--- src/rtl/branch_resolve_ctrl.sv ---
// Multicycle branch-resolution controller for the MIPS decode stage: waits for operands,
// evaluates the branch condition and emits a one-cycle decision. Optional stats: BR_STAT_EN.
module branch_resolve_ctrl #(
  parameter int WAIT_CNT_W = 8
) (
  input  logic                  clk,
  input  logic                  reset,
  input  logic                  br_req,
  input  logic [2:0]            br_op,
  input  logic [31:0]           br_pc,
  input  logic [15:0]           br_off,
  input  logic [31:0]           rs_val,
  input  logic [31:0]           rt_val,
  input  logic                  rs_rdy,
  input  logic                  rt_rdy,
  input  logic                  flush,
  output logic                  stall,
  output logic                  dec_valid,
  output logic                  dec_taken,
  output logic [31:0]           dec_target,
  output logic [WAIT_CNT_W-1:0] wait_cnt
`ifdef BR_STAT_EN
  ,
  output logic [31:0]           br_total,
  output logic [31:0]           br_taken
`endif
);

  typedef enum logic [1:0] {
    ST_IDLE,
    ST_WAIT,
    ST_EVAL,
    ST_RESP
  } state_t;

  typedef enum logic [2:0] {
    OP_BEQ  = 3'd0,
    OP_BNE  = 3'd1,
    OP_BLEZ = 3'd2,
    OP_BGTZ = 3'd3,
    OP_BLTZ = 3'd4,
    OP_BGEZ = 3'd5
  } br_op_t;

  state_t      state, next_state;
  logic        ready;
  logic        capture;
  logic        wait_clr;
  logic        taken_eval;
  logic [31:0] target_eval;

  logic [2:0]  cap_op;
  logic [31:0] cap_rs;
  logic [31:0] cap_rt;
  logic [31:0] cap_pc;
  logic [15:0] cap_off;

  // Only beq/bne read rt; every other op resolves on rs alone.
  assign ready = rs_rdy && (rt_rdy || br_op >= 3'd2);

  // NOTE: every signal written here gets a default first, so no path can infer a latch.
  always_comb begin
    next_state = state;
    capture    = 1'b0;
    case (state)
      ST_IDLE: begin
        if (br_req) begin
          if (ready) begin
            capture    = 1'b1;
            next_state = ST_EVAL;
          end else begin
            next_state = ST_WAIT;
          end
        end
      end
      ST_WAIT: begin
        if (!br_req) begin
          next_state = ST_IDLE;
        end else if (ready) begin
          capture    = 1'b1;
          next_state = ST_EVAL;
        end
      end
      ST_EVAL: next_state = ST_RESP;
      ST_RESP: next_state = ST_IDLE;
      default: next_state = ST_IDLE;
    endcase
    if (flush) begin
      next_state = ST_IDLE;
      capture    = 1'b0;
    end
  end

  assign wait_clr  = (state == ST_IDLE) && (next_state == ST_WAIT);
  assign stall     = br_req && (state != ST_RESP);
  assign dec_valid = (state == ST_RESP) && !flush;

  always_comb begin
    taken_eval = 1'b0;
    case (cap_op)
      OP_BEQ:  taken_eval = (cap_rs == cap_rt);
      OP_BNE:  taken_eval = (cap_rs != cap_rt);
      OP_BLEZ: taken_eval = cap_rs[31] || (cap_rs == 32'd0);
      OP_BGTZ: taken_eval = !cap_rs[31] && (cap_rs != 32'd0);
      OP_BLTZ: taken_eval = cap_rs[31];
      OP_BGEZ: taken_eval = !cap_rs[31];
      default: taken_eval = 1'b0;
    endcase
  end

  // Taken target is relative to the delay slot; not-taken skips the delay slot.
  assign target_eval = taken_eval
                     ? cap_pc + 32'd4 + {{14{cap_off[15]}}, cap_off, 2'b00}
                     : cap_pc + 32'd8;

  // NOTE: sequential state uses non-blocking assignments so all flops update from pre-edge values.
  always_ff @(posedge clk or negedge reset) begin
    if (!reset) begin
      state      <= ST_IDLE;
      dec_taken  <= 1'b0;
      dec_target <= 32'd0;
      wait_cnt   <= '0;
    end else begin
      state <= next_state;
      if (wait_clr) begin
        wait_cnt <= '0;
      end else if (state == ST_WAIT && wait_cnt != '1) begin
        wait_cnt <= wait_cnt + WAIT_CNT_W'(1);
      end
      if (state == ST_EVAL && !flush) begin
        dec_taken  <= taken_eval;
        dec_target <= target_eval;
      end
    end
  end

  // NOTE: the capture registers carry no reset; they are always loaded before EVAL reads them.
  always_ff @(posedge clk) begin
    if (capture) begin
      cap_op  <= br_op;
      cap_rs  <= rs_val;
      cap_rt  <= rt_val;
      cap_pc  <= br_pc;
      cap_off <= br_off;
    end
  end

`ifdef BR_STAT_EN
  always_ff @(posedge clk or negedge reset) begin
    if (!reset) begin
      br_total <= 32'd0;
      br_taken <= 32'd0;
    end else if (dec_valid) begin
      br_total <= br_total + 32'd1;
      if (dec_taken) br_taken <= br_taken + 32'd1;
    end
  end
`endif

endmodule

--- config.mk ---
export PLATFORM = sky130hd
export DESIGN_NAME = branch_resolve_ctrl
export DESIGN_NICKNAME = d
export VERILOG_FILES = /design/src/rtl/branch_resolve_ctrl.sv
export SDC_FILE = /design/constraint.sdc
export NUM_CORES = 1
export LEC_CHECK = 0
export ABC_AREA = 1
export ABC_CLOCK_PERIOD_IN_PS = 14900
export BUFFER_PORTS_ARGS = -buffer_cell sky130_fd_sc_hd__buf_2
export CORE_MARGIN = 2
export CORE_UTILIZATION = 57
export CTS_CLUSTER_DIAMETER = 100
export DETAILED_ROUTE_END_ITERATION = 7
export HOLD_SLACK_MARGIN = 0.1
export MAX_ROUTING_LAYER = met4
export PLACE_DENSITY = 0.88
export SETUP_SLACK_MARGIN = 0.1
export SLEW_MARGIN = 20
export SYNTH_ARGS = -nofsm -noshare
export SYNTH_HDL_FRONTEND = slang
export SYNTH_SLANG_ARGS = --single-unit
--- constraint.sdc ---
create_clock -name clk -period 14.9 [get_ports clk]
set_input_delay 1.49 -clock clk [delete_from_list [all_inputs] [get_ports clk]]
set_output_delay 1.49 -clock clk [all_outputs]
set_load 0.1 [all_outputs]
; Word-level counts from Yosys, hierarchy flattened
; Index checks and enable logic that the tools add are counted.
[totals]
ff_bits = 158
input_bits = 121
out_inout_bits = 43
wordCells = 58
[op_classes]
addsub = 4
order_cmp = 1
eq_ne = 13
mux = 14
reduce_logical = 17
[ops]
columns = cell, n
row1 = 32-bit by 3-bit adder with 32-bit output (second input constant), 1
row2 = 32-bit adder, 1
row3 = 32-bit by 4-bit adder with 32-bit output (second input constant), 1
row4 = 32-bit == test, 1
row5 = 32-bit zero test, 1
row6 = 32-bit 2-to-1 mux, 1
row7 = 32-bit inequality test, 1
row8 = 32-bit nonzero test, 1
row9 = 8-bit 2-to-1 mux, 2
row10 = 2-bit 2-to-1 mux, 5
row11 = 8-bit by 1-bit adder with 8-bit output (second input constant), 1
row12 = 8-bit inequality test (second input constant), 1
row13 = 2-bit one-hot mux with 4 select lines, 1
row14 = 1-bit logical AND, 7
row15 = 3-bit by 2-bit == test with 1-bit output (second input constant), 2
row16 = 3-bit == test (second input constant), 2
row17 = 1-bit one-hot mux with 6 select lines, 1
row18 = 2-bit by 1-bit == test with 1-bit output (second input constant), 2
row19 = 2-bit == test (second input constant), 2
row20 = 1-bit 2-to-1 mux, 4
row21 = 3-bit by 1-bit == test with 1-bit output (second input constant), 1
row22 = 3-bit by 2-bit greater-or-equal comparator with 1-bit output (second input constant), 1
row23 = 3-bit zero test, 1
row24 = 1-bit zero test, 2
row25 = 5 further kinds, 6

; Longest topological paths before layout
; Gate-level depths: netlist of the first run.
[depth]
depth_word = 10
depth_mapped = 17

; Least setup slack after synthesis of the first run
; No wires, ideal clock.
[synth_timing]
path_type = in2reg
start = in flush
end = reg state[1]
setup_time_ns = 0.134
arrival_ns = 13.593
t_required_ns = 14.766
setup_slack_ns = 1.172
path_stages = 2
path_cell_list = nor4_1 > or2_2
[synth_via]
elab_chain_len = 1
[synth_rtl]
columns = item, line
row1 = from (decl), 16  ; input logic flush,
row2 = 2-bit 2-to-1 mux, 88  ; if (flush) begin
row3 = named net next_state[1], 45  ; state_t state, next_state;
row4 = to (signal assigned), 124  ; state <= next_state;
row5 = to (decl), 45
; The timed path passes the listed nets, and every way through them passes these cells.
; A chain may end at the register's enable or synchronous reset.

; Worst setup path after layout of the first run
[layout_timing]
start = in flush
end = out dec_valid
[layout_via]
elab_chain_len = 2
[layout_rtl]
columns = item, line
row1 = 1-bit zero test, 96  ; assign dec_valid = (state == ST_RESP) && !flush;
row2 = 1-bit logical AND, 96
row3 = to (decl), 18  ; output logic dec_valid,
; No other way between the ends.

==> out/results.tsv, run 1 <==
stage	metric	value	unit
timing	hold_slack	0.472	ns
clock_tree	clk_latency	0.44	ns
global_route	gr-total-overflow	0	
synth	synth_common_cells	346 x nand2_1, 134 x inv_1, 115 x edfxtp_1	
critical_path	max_stage_delay	0.44	ns
critical_path	worstPathArrival	2.24	ns
synth	synth_ff_type	edfxtp_1	
synth	syn-num-nets	1279	
clock_tree	cts_buffers	17	
synth	ys_types	31	
synth	yosysSeqAreaShare	48.7	%
floorplan	initial_core_util	58.4	%
critical_path	critical_path.top_delay_family	buffers and inverters	
global_route	antenna_found_initial	0	
clock_tree	hold_buffers	0	
routing	drc_errors	0	
timing	fin_crit	3.73	ns
run_status	status	completed	
power_and_ir_drop	clkPwrFrac	31.2	%
clock_tree	h-tree-depth	4	
timing	tns	0	ns
routing	wl	25000	um
power_and_ir_drop	p_switching	0.615	mW
synth	yosys-top-cells-area	edfxtp_1 37%, nand2_1 14%, dfrtp_1 12%	
critical_path	timing.critical_path.cells	buf_2, nor3_1, buf_2	
critical_path	worstPathRequired	13.41	ns
clock_tree	ctsResizeCount	0	
power_and_ir_drop	p_seq_share	38.0	%
synth	yosysWarnings	0	
timing	drv_slew	0	
clock_tree	clkTransAtPathRegs	0.07	ns
power_and_ir_drop	intPower	0.829	mW
clock_tree	cts-root-buf	clkbuf_16	
timing	slew_headroom	35.1	%
synth	avgSynthCellArea	8.47	sq um
timing	clock_skew	0.0124	ns
min_path	whs_path_depth	2	
critical_path	worst-r2r-cell-count	14	
synth	synth-async-reset-ratio	27.2	%
timing	hold_violations	0	
timing	rsz0062_at_grt	no	
power_and_ir_drop	ir_drop	0.109	mV
synth	synthCells	1098	
power_and_ir_drop	p_comb_share	30.8	%
finish	synthToLayoutAreaGrowth	18.0	%
timing	setup_viol	0	
critical_path	worstSetupPathDepth	3	
floorplan	num_rows	46	
routing	wl_per_cell	16.7	um
critical_path	critPathMaxFanout	4	
clock_tree	cts_setup_buffers	0	
routing	vias	8108	
power_and_ir_drop	p_per_area	132	nW/um^2
timing	tightest_slew	0.974	ns
floorplan	core	15900	sq um
synth	synth.top_cell.area_share	37.1	%
power_and_ir_drop	p_leak	5.32	nW
clock_tree	cts_tree	done	
critical_path	cp_slowest_cell	buf_2	
timing	finalWorstSetupSlack	11.17	ns
synth	synthMostInstantiatedCell	nand2_1	
finish	fill_cells	1220	
critical_path	start_kind	input port	
finish	fin_nets	1450	
power_and_ir_drop	sw_frac_of_total	42.6	%
clock_tree	tritoncts_num_sinks	158	
place	dp_hpwl	18600	um
global_route	grt_pass1_vias	8182	
critical_path	path_buf_inv	2	
floorplan	die_w	132	um
floorplan	ios	164	
critical_path	cpMostUsedCell	buf_2	
synth	yosysTopAreaCell	edfxtp_1	
min_path	hold_class	reg2reg	
place	dp_slack	11.17	ns
synth	synth.cell_area	9310	sq um
timing	fmaxAchievable	268	MHz
finish	n_antenna_cell	0	
run	cap_violations	0	
critical_path	critPathKind	in2out	
place	io_buffers	163	
global_route	grt_pass1_wl	40400	um
synth	synth-edff-count	115	
routing	drtIter0Drc	771	
routing	dr.pass1.iters	5	
clock_tree	cts_buffer_depth	2	
routing	viasPerCell	5.41	
synth	ys_ff_latch	158	
place	globalplace.congestion	0.984	
critical_path	setup.worst_path.end_class	output pin	
floorplan	die_h	132	um
floorplan	die_area	17400	sq um
routing	drtAntennaViolNets	0	
timing	finalCritPeriodShare	25.0	%
finish	drive_above_1_share	16.8	%
global_route	grt_max_degree	67	
global_route	grt_use_total	30.7	%
-- power by group through the flow --
stage	Clock (mW)	Combinational, mW	Sequential, mW
4_1_cts	0.452	0.445	0.548
6_report	0.451	0.445	0.549
5_1_grt	0.469	0.467	0.554
2_1_floorplan	0	0.0998	0.805
3_3_place_gp	0	0.435	0.554
3_5_place_dp	0	0.441	0.555
-- layer usage --
layer	global-route usage, %	vias up	part of all wire, %
li1	-	3932	-
met1	36.3	3668	40
met2	51.2	427	48
met3	5.81	81	7.2
met4	14.3	0	4.2
met5	-	-	0
-- area by class of cell --
| cell class | count | area (sq um) | area share (%) |
|---|---|---|---|
| sequential | 158 | 4530 | 41.3 |
| clock inverter | 15 | 204 | 1.86 |
| clock buffer | 17 | 425 | 3.88 |
| inverter | 136 | 510 | 4.65 |
| timing repair buffer | 167 | 846 | 7.71 |
| multi-input combinational | 789 | 4190 | 38.2 |
| tap | 216 | 270 | 2.46 |
-- state kept, by name, indices dropped and copies added, names as in the netlist --
| name | count |
|---|---|
| cap_pc | 32 |
| cap_rs | 32 |
| cap_rt | 32 |
| dec_target | 32 |
| cap_off | 16 |
| wait_cnt | 8 |
| cap_op | 3 |
| state | 2 |
| dec_taken | 1 |
-- path summary, 6_finish.rpt --
check,slack [ns],from,to
max,11.17,flush,dec_valid
min,0.47,dec_target[0],dec_target[0]
max reg2reg,11.88,cap_pc[3],dec_target[19]
min reg2reg,0.47,dec_target[0],dec_target[0]
max in group asynchronous,13.09,reset,dec_target[17]
min in group asynchronous,1.18,reset,dec_target[26]
-- tightest hold or removal path: stages, from the launching register on --
cell	delay [ns]
dfrtp_1	0.34
nand2_1	0.05
nand2_1	0.04
-- cell usage in the layout, fill, tap and decap left out, types with 4 or more instances in the layout --
cell / count
a21oi_1: 28
buf_2: 163
buf_4: 4
clkbuf_16: 17
clkinv_8: 7
dfrtp_1: 43
edfxtp_1: 115
ha_1: 59
inv_1: 134
nand2_1: 346
nand2_2: 4
nand3_1: 107
nand4_1: 17
nor2_1: 100
nor2_2: 4
nor3_1: 21
o21ai_0: 15
o21bai_1: 4
xnor2_1: 42
xor2_1: 24
-- stage by stage --
| step | instances | instance area [sq um] | total power [mW] | util (%) |
|---|---|---|---|---|
| 6_report | 1498 | 11000 | 1.44 | 68.8 |
| 3_3_place_gp | 1466 | 10300 | 0.990 | 64.9 |
| 4_1_cts | 1498 | 11000 | 1.45 | 68.8 |
| 3_5_place_dp | 1466 | 10300 | 0.997 | 64.9 |
| 2_1_floorplan | 1098 | 9310 | 0.905 | - |
| 5_1_grt | 1498 | 11000 | 1.49 | 68.8 |
-- cells by family (layout without fill, tap and decap cells) --
family / count (synthesis) / in the layout / synth area share (%)
buffers and inverters: 151 / 335 / 6.43
AND/OR/NAND/NOR: 613 / 613 / 27.7
adder cells (fa/ha/maj): 60 / 60 / 8.15
AO/OA/AOI/OAI: 50 / 50 / 2.82
flip-flops: 158 / 158 / 48.7
XOR/XNOR: 66 / 66 / 6.21
(Power assumes the default switching activity.)
==> inputs of run 2 (changes only) <==
--- a/config.mk
+++ b/config.mk
@@ -6,15 +6,15 @@
 export NUM_CORES = 1
 export LEC_CHECK = 0
 export ABC_AREA = 1
-export ABC_CLOCK_PERIOD_IN_PS = 14900
+export ABC_CLOCK_PERIOD_IN_PS = 3200
 export BUFFER_PORTS_ARGS = -buffer_cell sky130_fd_sc_hd__buf_2
 export CORE_MARGIN = 2
-export CORE_UTILIZATION = 57
+export CORE_UTILIZATION = 51
 export CTS_CLUSTER_DIAMETER = 100
 export DETAILED_ROUTE_END_ITERATION = 7
 export HOLD_SLACK_MARGIN = 0.1
 export MAX_ROUTING_LAYER = met4
-export PLACE_DENSITY = 0.88
+export PLACE_DENSITY = 0.84
 export SETUP_SLACK_MARGIN = 0.1
 export SLEW_MARGIN = 20
 export SYNTH_ARGS = -nofsm -noshare
==> constraint.sdc (replaced) <==
create_clock -name clk -period 3.2 [get_ports clk]
set_input_delay 0.32 -clock clk [delete_from_list [all_inputs] [get_ports clk]]
set_output_delay 0.32 -clock clk [all_outputs]
set_load 0.1 [all_outputs]
==> run 2 against run 1 <==
Utilization is 0.67 points lower. Via count is 9.0% higher. Critical path depth is 12 higher. Non-clock buffer count is 118 higher. Design area is 11% higher. Critical path type is now reg2reg. Global-route usage is 2.3 points higher. Combinational power grew to 5.0 times the previous value. Largest power group unchanged. Sequential cell count stayed put. Sequential share of layout area is 4.2 points lower. Hold slack worse by 0.35 ns.
==> out/results.tsv, run 2 (same netlist as run 1, synthesis figures left out) <==
stage	metric	value	unit
run_status	status	completed	
clock_tree	ctsResizeCount	0	
finish	layoutNonFillerInstCount	1629	
place	place_inst	1481	
clock_tree	hold_buffers	114	
floorplan	initial_core_util	52.0	%
critical_path	setup.worst_path.end_class	flip-flop	
global_route	grt_use_total	33.0	%
clock_tree	cts_tree	done	
place	dpl_cell_area	10400	sq um
critical_path	critPathKind	reg2reg	
min_path	whs_path_depth	1	
place	dp_slack	0.479	ns
critical_path	worstPathRequired	3.53	ns
run	cap_violations	0	
place	dp_hpwl	18600	um
finish	final_common_cell	nand2_1	
routing	viasPerCell	5.43	
floorplan	die_area	19300	sq um
critical_path	max_stage_delay	0.50	ns
finish	seqCellArea	4530	sq um
routing	wl_per_cell	18.7	um
clock_tree	clkTransAtPathRegs	0.09	ns
critical_path	regToRegStartpoint	cap_pc[3]	
place	io_buffers	163	
clock_tree	tritoncts_num_sinks	158	
timing	setup_viol	0	
routing	vias	8840	
clock_tree	clk_latency	0.46	ns
timing	fmaxAchievable	360	MHz
routing	drtAntennaViolNets	0	
finish	fill_cells	1338	
global_route	antenna_found_initial	0	
place	globalplace.congestion	0.942	
timing	tightest_slew	0.775	ns
power_and_ir_drop	p_leak	5.83	nW
finish	final_cell_area	12200	sq um
critical_path	critPathMaxFanout	5	
finish	finish.utilization	68.2	%
clock_tree	cts-root-buf	clkbuf_16	
routing	wl	30500	um
clock_tree	cts_buffer_depth	2	
critical_path	start_kind	flip-flop	
finish	synthToLayoutAreaGrowth	31.2	%
clock_tree	cts_buffers	17	
min_path	hold_class	in2reg	
routing	dr.pass1.iters	5	
global_route	gr-total-overflow	0	
power_and_ir_drop	ir_drop	0.832	mV
power_and_ir_drop	p_per_area	570	nW/um^2
clock_tree	cts_setup_buffers	0	
floorplan	ios	164	
finish	layout_common_cells	346 x nand2_1, 163 x buf_2, 134 x inv_1	
critical_path	r2r_end	dec_target[27]	
global_route	grt_pass1_vias	8892	
critical_path	r2r_setup_slack	0.42	ns
finish	multi_input_area	4200	sq um
critical_path	timing.critical_path.cells	ha_1, ha_1, fa_1, nand3_1, nand3_1, nand2_1, nand2_1, nand2_1, nand3_1, nand2_1, nand2_1, inv_1, nand2_1, nand3_1, nand2_1	
global_route	grt_pass1_wl	47500	um
min_path	min_from	br_op[2]	
timing	fin_crit	2.78	ns
timing	finalWorstSetupSlack	0.424	ns
finish	fin_nets	1568	
critical_path	worstPathArrival	3.11	ns
timing	drv_slew	0	
finish	drive_above_1_share	15.6	%
timing	clock_skew	0.0255	ns
min_path	min_to	cap_op[2]	
floorplan	num_rows	49	
critical_path	worst-r2r-cell-count	15	
timing	rsz0062_at_grt	no	
floorplan	die_h	139	um
timing	slew_headroom	47.9	%
floorplan	die_w	139	um
routing	drc_errors	0	
floorplan	core	17900	sq um
critical_path	cp_slowest_cell	edfxtp_1	
timing	finalCritPeriodShare	86.7	%
timing	tns	0	ns
timing	hold_violations	0	
routing	drtIter0Drc	796	
finish	n_antenna_cell	0	
global_route	grt_max_degree	117	
critical_path	cpMostUsedCell	nand2_1	
clock_tree	h-tree-depth	4	
## run 2: changes by cell type in the layout (fill, tap and decap cells not counted), sizes merged
| cell | before | now |
|---|---|---|
| dlygate4sd3 | 0 | 115 |
| buf | 167 | 170 |
| clkinv | 9 | 6 |
| inv | 142 | 145 |
## run 2: how the worst max path moves through the flow
| stage | from | to | cells after the start |
|---|---|---|---|
| 4_1_cts | cap_pc[3] | dec_target[17] | 13 |
| 2_1_floorplan | state[1] | state[1] | 2 |
| 5_1_grt | cap_pc[3] | dec_target[17] | 13 |
| 3_3_place_gp | cap_pc[3] | dec_target[17] | 13 |
| 3_5_place_dp | cap_pc[3] | dec_target[17] | 13 |
| 6_report | cap_pc[3] | dec_target[27] | 15 |
## run 2: cell type report
cell class | count | area share, %
well taps | 229 | 2.35
flip-flops and latches | 158 | 37.1
clock inverters | 15 | 1.61
multi-input cells | 789 | 34.4
inverters | 136 | 4.18
repair buffers | 285 | 16.9
clock buffers | 17 | 3.49
## run 2: layer usage
metal / wire (um) / GRT usage, % / part of all wire (%) / vias to the layer above
li1: - / - / - / 4171
met4: 2000 / 19.5 / 6.6 / 0
met2: 15000 / 55.8 / 49 / 504
met5: 0 / - / 0 / -
met1: 11300 / 36.4 / 37 / 4039
met3: 2230 / 6.42 / 7.3 / 126
## run 2: power breakdown
group | switching (mW) | internal (mW) | leakage (nW) | total, mW
clock network | 1.10 | 1.08 | 0.302 | 2.18
registers | 0.146 | 2.41 | 1.60 | 2.56
logic | 1.74 | 0.470 | 3.93 | 2.21
## run 2: worst max-delay path, delay by kind of cell, from the launching register on
kind | cells | cell delay (ns)
adder cells (fa/ha/maj) | 3 | 1.03
flip-flops | 1 | 0.50
buffers and inverters | 1 | 0.05
AND/OR/NAND/NOR | 11 | 1.08
## run 2: stage by stage
step,hold slack (ns),total power [mW]
final,0.122,6.95
after global routing,0.108,7.17
after CTS,0.101,6.86
after detailed placement,0.434,4.65
after global placement,0.429,4.63
after floorplan,0.0244,4.20
==> inputs of run 3 (changes only) <==
--- a/config.mk
+++ b/config.mk
@@ -16,6 +16,7 @@
 export MAX_ROUTING_LAYER = met4
 export PLACE_DENSITY = 0.84
 export SETUP_SLACK_MARGIN = 0.1
+export SKIP_LAST_GASP = 1
 export SLEW_MARGIN = 20
 export SYNTH_ARGS = -nofsm -noshare
 export SYNTH_HDL_FRONTEND = slang
==> constraint.sdc (replaced) <==
create_clock -name clk -period 3.2 [get_ports clk]
set_input_delay 0.16 -clock clk [delete_from_list [all_inputs] [get_ports clk]]
set_output_delay 0.16 -clock clk [all_outputs]
set_load 0.1 [all_outputs]
==> run 3 against run 2 <==
Die area unchanged. Clock skew fell by 0.0026 ns. Non-clock buffer count is 1 higher. Cell count barely moved. Sequential power about the same. Sequential share of layout area grew 0.14 points. Register-to-register slack about the same. Critical endpoint unchanged. First-iteration DRC count fell by 2.6%. Largest power group unchanged. Critical path depth unchanged. Setup slack improved by 0.0064 ns.
==> out/results.tsv, run 3 (same netlist as run 1, synthesis figures left out) <==
stage	metric	value	unit
power_and_ir_drop	p_per_area	561	nW/um^2
place	io_buffers	163	
critical_path	critPathKind	reg2reg	
min_path	whs_path_depth	4	
critical_path	cpMostUsedCell	nand2_1	
critical_path	setup.worst_path.end_class	flip-flop	
routing	wl_per_cell	18.6	um
critical_path	critPathMaxFanout	5	
critical_path	max_stage_delay	0.49	ns
critical_path	critical_path.top_delay_family	simple AND/OR/NAND/NOR gates	
critical_path	worstSetupPathDepth	15	
floorplan	core	17900	sq um
finish	final_common_cell	nand2_1	
critical_path	path_buf_inv	1	
power_and_ir_drop	p_leak	5.80	nW
place	dp_hpwl	18800	um
timing	finalWorstSetupSlack	0.430	ns
clock_tree	h-tree-depth	4	
floorplan	die_w	139	um
finish	n_antenna_cell	0	
min_path	hold_class	in2reg	
routing	drtAntennaViolNets	0	
global_route	grt_util_met3	5.46	%
critical_path	worstPathRequired	3.52	ns
timing	slew_headroom	49.2	%
global_route	grt_pass1_vias	9002	
critical_path	worst-r2r-cell-count	15	
critical_path	timing.critical_path.cells	ha_1, ha_1, fa_1, nand3_1, nand3_1, nand2_1, nand2_1, nand2_1, nand3_1, nand2_1, nand2_1, inv_1, nand2_1, nand3_1, nand2_1	
global_route	grt_max_degree	101	
timing	rsz0062_at_grt	no	
run_status	status	completed	
finish	synthToLayoutAreaGrowth	30.7	%
global_route	grt_use_total	32.9	%
power_and_ir_drop	p_total	6.82	mW
floorplan	die_h	139	um
clock_tree	cts-root-buf	clkbuf_16	
floorplan	ios	164	
floorplan	num_rows	49	
routing	wl	30400	um
critical_path	start_kind	flip-flop	
timing	clock_skew	0.0229	ns
timing	tns	0	ns
global_route	grt_pass1_wl	47500	um
timing	tightest_slew	0.756	ns
clock_tree	cts_buffers	17	
timing	finalCritPeriodShare	86.5	%
finish	layout_common_cells	346 x nand2_1, 162 x buf_2, 134 x inv_1	
clock_tree	cts_buffer_depth	2	
global_route	grtUsageMet1	36.4	%
floorplan	die_area	19300	sq um
timing	fin_crit	2.77	ns
timing	setup_viol	0	
routing	viasPerCell	5.41	
routing	dr.pass1.iters	6	
floorplan	initial_core_util	52.0	%
global_route	grt_use_met2	57.2	%
critical_path	cp_slowest_cell	edfxtp_1	
clock_tree	tritoncts_num_sinks	158	
clock_tree	cts_tree	done	
place	globalplace.congestion	0.955	
timing	hold_slack	0.148	ns
finish	fin_nets	1569	
timing	fmaxAchievable	361	MHz
place	place_inst	1482	
clock_tree	clkTransAtPathRegs	0.07	ns
place	dp_slack	0.505	ns
clock_tree	ctsResizeCount	0	
finish	drive_above_1_share	15.5	%
power_and_ir_drop	ir_drop	0.792	mV
routing	drtIter0Drc	775	
finish	layoutNonFillerInstCount	1630	
global_route	gr-total-overflow	0	
global_route	antenna_found_initial	0	
run	cap_violations	0	
timing	drv_slew	0	
timing	hold_violations	0	
clock_tree	clk_latency	0.45	ns
routing	vias	8819	
routing	drc_errors	0	
critical_path	worstPathArrival	3.09	ns
global_route	top_usage_layer	met2	
run 3: changes by cell type in the layout (fill, tap and decap cells not counted):
| cell | previous run | this run |
|---|---|---|
| clkinv_4 | 2 | 1 |
| buf_12 | 3 | 2 |
| inv_12 | 3 | 0 |
| clkbuf_1 | 0 | 1 |
| inv_8 | 5 | 2 |
| clkinv_8 | 4 | 3 |
| buf_4 | 4 | 6 |
| clkinvlp_4 | 0 | 3 |
| buf_2 | 163 | 162 |
| inv_6 | 1 | 5 |
| dlygate4sd3_1 | 115 | 116 |
run 3: worst paths after layout:
path	slack, ns	to	from
worst max register to register	0.43	dec_target[27]	cap_pc[3]
min in group asynchronous	0.28	dec_target[18]	reset
max in group asynchronous	2.52	wait_cnt[4]	reset
worst min register to register	0.45	dec_target[1]	cap_pc[1]
worst max-delay path	0.43	dec_target[27]	cap_pc[3]
worst min-delay path	0.15	state[0]	flush
run 3: repair_timing:
item / CTS / global route
buffers inserted: 0 / 0
hold buffers: 116 / 0
endpoints found under the hold margin: 158 / 0
run 3: layout make-up:
class                      count  area [sq um]
fill                        1335          5740
sequential                   158          4530
multi-input combinational    789          4200
timing repair buffer         286          2060
inverter                     136           510
clock buffer                  18           429
tap                          229           287
clock inverter                14           146
run 3: per-stage QoR:
| step | area [sq um] | util, % |
|---|---|---|
| 5_1_grt | 12200 | 67.9 |
| 2_1_floorplan | 9320 | - |
| 3_5_place_dp | 10400 | 58.2 |
| 4_1_cts | 12200 | 67.9 |
| 3_3_place_gp | 10400 | 58.2 |
| 6_report | 12200 | 67.9 |
run 3: report_power, final:
part | internal, mW | leakage (nW) | switching, mW
clock | 1.04 | 0.271 | 1.01
sequential | 2.41 | 1.60 | 0.150
combinational | 0.470 | 3.93 | 1.74
total | 3.92 | 5.80 | 2.90
run 3: worst min-delay path, cell delays in order:
cell	delay (ns)
buf_2	0.16
nor3_1	0.07
nand2_1	0.07
nand2_1	0.07
run 3: layer usage:
| metal | up-vias | part of all wire [%] |
|---|---|---|
| met5 | - | 0 |
| met4 | 0 | 5.8 |
| met3 | 121 | 6.2 |
| met2 | 449 | 50 |
| met1 | 4084 | 38 |
| li1 | 4165 | - |
